<file path="config.mk">
export PLATFORM = sky130hd
export DESIGN_NAME = mem_access_sequencer
export DESIGN_NICKNAME = d
export VERILOG_FILES = /design/src/rtl/mem_access_sequencer_pkg.sv /design/src/rtl/mem_access_sequencer_load_align.sv /design/src/rtl/mem_access_sequencer.sv
export SDC_FILE = /design/constraint.sdc
export NUM_CORES = 1
export LEC_CHECK = 0
export CAP_MARGIN = 20
export CORE_MARGIN = 10
export CORE_UTILIZATION = 25
export CTS_CLUSTER_DIAMETER = 60
export DETAILED_ROUTE_END_ITERATION = 10
export SLEW_MARGIN = 20
export SYNTH_ARGS = -nofsm -noshare
export SYNTH_HDL_FRONTEND = slang
export SYNTH_SLANG_ARGS = --single-unit
</file>
<file path="constraint.sdc">
create_clock -name clk -period 4.9 [get_ports clk]
set_input_delay 0.49 -clock clk [delete_from_list [all_inputs] [get_ports clk]]
set_output_delay 0.49 -clock clk [all_outputs]
set_load 0.01 [all_outputs]
</file>
<file path="src/rtl/mem_access_sequencer_pkg.sv">
// Shared types and constants for the load/store bus sequencer.
// Imported by the sequencer top and its load alignment helper.
package mem_access_sequencer_pkg;

  typedef enum logic [1:0] {
    S_IDLE = 2'd0,
    S_BUSY = 2'd1,
    S_DONE = 2'd2
  } state_e;

  localparam logic MEM_SIZE_BYTE = 1'b0;
  localparam logic MEM_SIZE_WORD = 1'b1;

  localparam int TIMEOUT_DEFAULT = 16;

  function automatic logic [3:0] lane_be(
    input logic       sz,
    input logic [1:0] lane
  );
    return (sz == MEM_SIZE_WORD) ? 4'b1111
                                 : (4'b0001 << lane);
  endfunction

endpackage

</file>
<file path="src/rtl/mem_access_sequencer_load_align.sv">
// Load data alignment: picks a byte lane and sign-extends it,
// or passes a full word through untouched.
module load_align
  import mem_access_sequencer_pkg::*;
(
  input  logic [31:0] i_word,
  input  logic [1:0]  i_lane,
  input  logic        i_size,
  output logic [31:0] o_data
);

  logic [7:0] w_byte;

  always_comb begin
    w_byte = i_word[7:0];
    unique case (i_lane)
      2'd0: w_byte = i_word[7:0];
      2'd1: w_byte = i_word[15:8];
      2'd2: w_byte = i_word[23:16];
      2'd3: w_byte = i_word[31:24];
      default: w_byte = i_word[7:0];
    endcase
    if (i_size == MEM_SIZE_WORD)
      o_data = i_word;
    else
      o_data = {{24{w_byte[7]}}, w_byte};
  end

endmodule

</file>
<file path="src/rtl/mem_access_sequencer.sv">
// Core load/store sequencer: one outstanding bus access with
// alignment checks, ack timeout and a single-cycle done pulse.
module mem_access_sequencer
  import mem_access_sequencer_pkg::*;
#(
  parameter int TIMEOUT_CYCLES = TIMEOUT_DEFAULT
) (
  input  logic        clk,
  input  logic        reset,
  input  logic        mem_read,
  input  logic        mem_write,
  input  logic        mem_size,
  input  logic [31:0] addr,
  input  logic [31:0] wdata,
  output logic        stall,
  output logic        done,
  output logic        err,
  output logic [31:0] rdata,
  output logic        bus_req,
  output logic        bus_we,
  output logic [31:0] bus_addr,
  output logic [3:0]  bus_be,
  output logic [31:0] bus_wdata,
  input  logic        bus_ack,
  input  logic [31:0] bus_rdata
);

  localparam logic [7:0] LP_WAIT_LAST = 8'(TIMEOUT_CYCLES - 1);

  state_e      r_state;
  state_e      w_next;

  logic [31:0] r_addr;
  logic [1:0]  r_lane;
  logic        r_size;
  logic        r_we;
  logic [3:0]  r_be;
  logic [31:0] r_wdata;
  logic [7:0]  r_wait;
  logic        r_err;
  logic [31:0] r_rdata;

  logic        w_req;
  logic        w_illegal;
  logic        w_accept;
  logic        w_reject;
  logic        w_ack_ok;
  logic        w_timeout;
  logic [31:0] w_load;

  load_align u_align (
    .i_word (bus_rdata),
    .i_lane (r_lane),
    .i_size (r_size),
    .o_data (w_load)
  );

  always_comb begin
    w_req     = mem_read | mem_write;
    w_illegal = (mem_read & mem_write) |
                ((mem_size == MEM_SIZE_WORD) &
                 (addr[1:0] != 2'b00));
    w_accept  = 1'b0;
    w_reject  = 1'b0;
    w_ack_ok  = 1'b0;
    w_timeout = 1'b0;
    w_next    = r_state;
    unique case (r_state)
      S_IDLE: begin
        if (w_req) begin
          w_accept = ~w_illegal;
          w_reject = w_illegal;
          w_next   = w_illegal ? S_DONE : S_BUSY;
        end
      end
      S_BUSY: begin
        // ack wins over a timeout landing on the same cycle
        if (bus_ack) begin
          w_ack_ok = 1'b1;
          w_next   = S_DONE;
        end else if (r_wait == LP_WAIT_LAST) begin
          w_timeout = 1'b1;
          w_next    = S_DONE;
        end
      end
      S_DONE:  w_next = S_IDLE;
      default: w_next = S_IDLE;
    endcase
  end

  always_ff @(posedge clk or negedge reset) begin
    if (!reset)
      r_state <= S_IDLE;
    else
      r_state <= w_next;
  end

  always_ff @(posedge clk or negedge reset) begin
    if (!reset) begin
      r_addr  <= '0;
      r_lane  <= '0;
      r_size  <= 1'b0;
      r_we    <= 1'b0;
      r_be    <= '0;
      r_wdata <= '0;
      r_wait  <= '0;
      r_err   <= 1'b0;
      r_rdata <= '0;
    end else begin
      if (w_accept) begin
        r_addr  <= {addr[31:2], 2'b00};
        r_lane  <= addr[1:0];
        r_size  <= mem_size;
        r_we    <= mem_write;
        r_be    <= lane_be(mem_size, addr[1:0]);
        r_wdata <= (mem_size == MEM_SIZE_WORD) ? wdata
                                               : {4{wdata[7:0]}};
        r_wait  <= '0;
      end else if ((r_state == S_BUSY) && !bus_ack &&
                   !w_timeout) begin
        r_wait <= r_wait + 8'd1;
      end
      if (w_reject | w_timeout)
        r_err <= 1'b1;
      else if (w_ack_ok)
        r_err <= 1'b0;
      if (w_ack_ok & ~r_we)
        r_rdata <= w_load;
    end
  end

  assign done      = (r_state == S_DONE);
  assign bus_req   = (r_state == S_BUSY);
  assign bus_we    = bus_req & r_we;
  assign bus_be    = bus_req ? r_be : 4'b0000;
  assign bus_addr  = r_addr;
  assign bus_wdata = r_wdata;
  assign err       = r_err;
  assign rdata     = r_rdata;
  assign stall     = w_req & ~done;

endmodule

</file>
==> qor.yml <==
place.gp.congestion: 0.7481
detail-route-antenna-nets: 0
p_leak_nw: 3.347
first_pass_iters: 4
critical_path_required_ns: 4.41
ys.warnings.count: 0
core_um2: 20100
setup-tns-final_ns: 0
use_met2_pct: 17.93
diodes: 0
relSlewSlack_pct: 38.10
final-hold-violation-count: 0
synth_ff_type: "dfrtp_1"
syn_area_um2: 5087
drt_iter0_markers: 163
yosysMostFrequentCell: "dfrtp_1"
clkTransAtPathRegs_ns: 0.06
antenna_found_initial: 1
area_growth_pct: 56.44
initial_core_util_pct: 25.30
grt.total_usage_pct: 12.28
drcViolationCount: 0
fillers: 1996
syn_area_per_cell_um2: 11.18
htreeDepth: 4
ioPinCount: 207
cp_max_fo: 13
synth_edf_count: 0
finalWirelength_mm: 16.62
synth_commonest_cells: "dfrtp_1 (113), nand2_1 (75), mux2_2 (58), nor2_1 (38), a21oi_1 (35)"
die-area_um2: 26460
via_count: 4113
synth_cell_type_count: 48
synth_top_area_share_pct: 55.58
ctsResizeCount: 0
finalCritPeriodShare_pct: 57.74
die_w_um: 162.7
synth_top_area_cell: "dfrtp_1"
worst-setup-path-type: "flip-flop to primary output"
ys_ff_latch: 113
start_kind: "flip-flop"
drv_cap: 0
period_minus_slack_ns: 2.829
grt_pass1_wl_mm: 25.27
clock_path_buffers: 2
layout.nets: 757
fp-row-count: 52
peakVddDrop_mv: 0.2966
cp-end-kind: "primary output"
viasPerCell: 4.394
wire_per_inst_um: 17.75
io_buffer_count: 204
top_usage_layer: "met2"
netlist_instances: 455
slew_viol_final: 0
fin_hold_ws_ns: 0.1276
skew_ns: 0.005946
grt_max_degree: 77
dpl.hpwl_mm: 11.97
cts_tree: "built"
postCtsSetupBuffers: 0
synthTopCellsByArea: "dfrtp_1 (56%), mux2_2 (13%), nand2_1 (5.5%), a21oi_1 (3.4%), nor2_1 (2.8%)"
power.density_nw_per_um2: 622.2
cts_hold_buf: 0
tightest_slew_ns: 0.9285
clkSinkCount: 113
grt_util_met1_pct: 15.35
final_layout_size_suffix_gt1_share_pct: 16.52
rsz0062_at_grt: "no"
setup_viol: 0
grtUsageMet3_pct: 6.977
yosysSeqAreaShare_pct: 55.58
max_clock_freq_mhz: 353.4
critical_path_arrival_ns: 2.34
grt_overflow: 0
die_h_um: 162.7
status: "completed"
hp-class: "input pin to asynchronous set/reset pin"
clk_latency_ns: 0.41
cts_made_buffers: 17
cts_root_buf: "clkbuf_16"
grt_pass1_vias: 4288
synthArstFlopShare_pct: 100.0
==> placed cells by master, fill, tap and decap left out, drive strengths merged, types with 5 or more instances in the layout <==
| master | n |
|---|---|
| a211oi | 7 |
| a21oi | 35 |
| and2 | 5 |
| buf | 5 |
| clkbuf | 22 |
| clkdlybuf4s50 | 203 |
| clkinvlp | 5 |
| dfrtp | 113 |
| inv | 7 |
| mux2 | 67 |
| mux2i | 9 |
| nand2 | 75 |
| nand2b | 9 |
| nor2 | 38 |
| nor3 | 9 |
| o2bb2ai | 7 |
==> path summary, 6_finish.rpt <==
check	start	to	slack [ns]	cells after the start
min in group clk	bus_addr[5]$_DFFE_PN0N_	bus_addr[5]$_DFFE_PN0N_	0.50	1
max in group asynchronous	reset	r_be[2]$_DFFE_PN0N_	3.73	2
max	r_state[0]$_DFFE_PN0P_	bus_be[1]	2.07	3
min	reset	rdata[8]$_DFFE_PN0P_	0.13	1
min reg2reg	bus_addr[5]$_DFFE_PN0N_	bus_addr[5]$_DFFE_PN0N_	0.50	1
max reg2reg	r_lane[0]$_DFFE_PN0N_	rdata[22]$_DFFE_PN0P_	2.62	3
==> critical path, stage by stage (launching register included) <==
cell	delay, ns
dfrtp_1	0.57
nor2b_1	0.55
and2_1	0.23
clkdlybuf4s50_1	0.59
==> routing by layer <==
metal / share of wire [%] / wire length, µm / vias up
li1: - / - / 1976
met1: 45 / 7539 / 1959
met2: 43 / 7124 / 171
met3: 11 / 1875 / 7
met4: 0.48 / 79 / 0
met5: 0 / 0 / -
==> layout make-up <==
cell class | instances | area (µm²) | share of cell area (%)
tap | 270 | 337.8 | 4.245
timing repair buffer | 208 | 2073 | 26.05
clock buffer | 22 | 484.2 | 6.084
multi-input combinational | 307 | 2127 | 26.73
sequential | 113 | 2828 | 35.53
clock inverter | 9 | 82.58 | 1.038
inverter | 7 | 26.28 | 0.3301
==> kinds of logic (layout without fill, tap and decap cells) <==
| family | Yosys count | in the layout | synth area share, % |
|---|---|---|---|
| AOI/OAI and AO/OA | 69 | 69 | 8.805 |
| adders and majority gates | 1 | 1 | 0.2459 |
| buffers and inverters | 36 | 246 | 3.320 |
| other | 1 | 2 | 0.07371 |
| and+or+nand+nor | 157 | 157 | 14.09 |
| DFF | 113 | 113 | 55.58 |
| muxes | 77 | 77 | 17.71 |
| xor gates and xnor gates | 1 | 1 | 0.1722 |
==> where the power goes <==
group	internal (mW)	total, mW	switching (mW)
Sequential	1.38	1.71	0.330
Clock	0.744	1.18	0.439
Combinational	1.23	2.06	0.825
Total	3.36	4.95	1.59
==> state kept, by name, summed over array words and instances (netlist names) <==
register and count:
r_be 4, r_lane 2, bus_addr 30, r_size 1, r_we 1, err 1
r_state 2, r_wait 8, rdata 32, bus_wdata 32
==> through the flow <==
step	setup WS, ns	power [mW]	util (%)	area [µm²]	cells
3_5_place_dp	2.036	3.819	36.71	7381	905
6_report	2.071	4.952	39.59	7959	936
4_1_cts	1.951	5.045	39.53	7948	936
5_1_grt	1.873	5.283	39.59	7959	936
3_3_place_gp	2.113	3.806	36.71	7381	905
2_1_floorplan	3.027	2.608	-	5091	456
(Power assumes the default switching activity.)
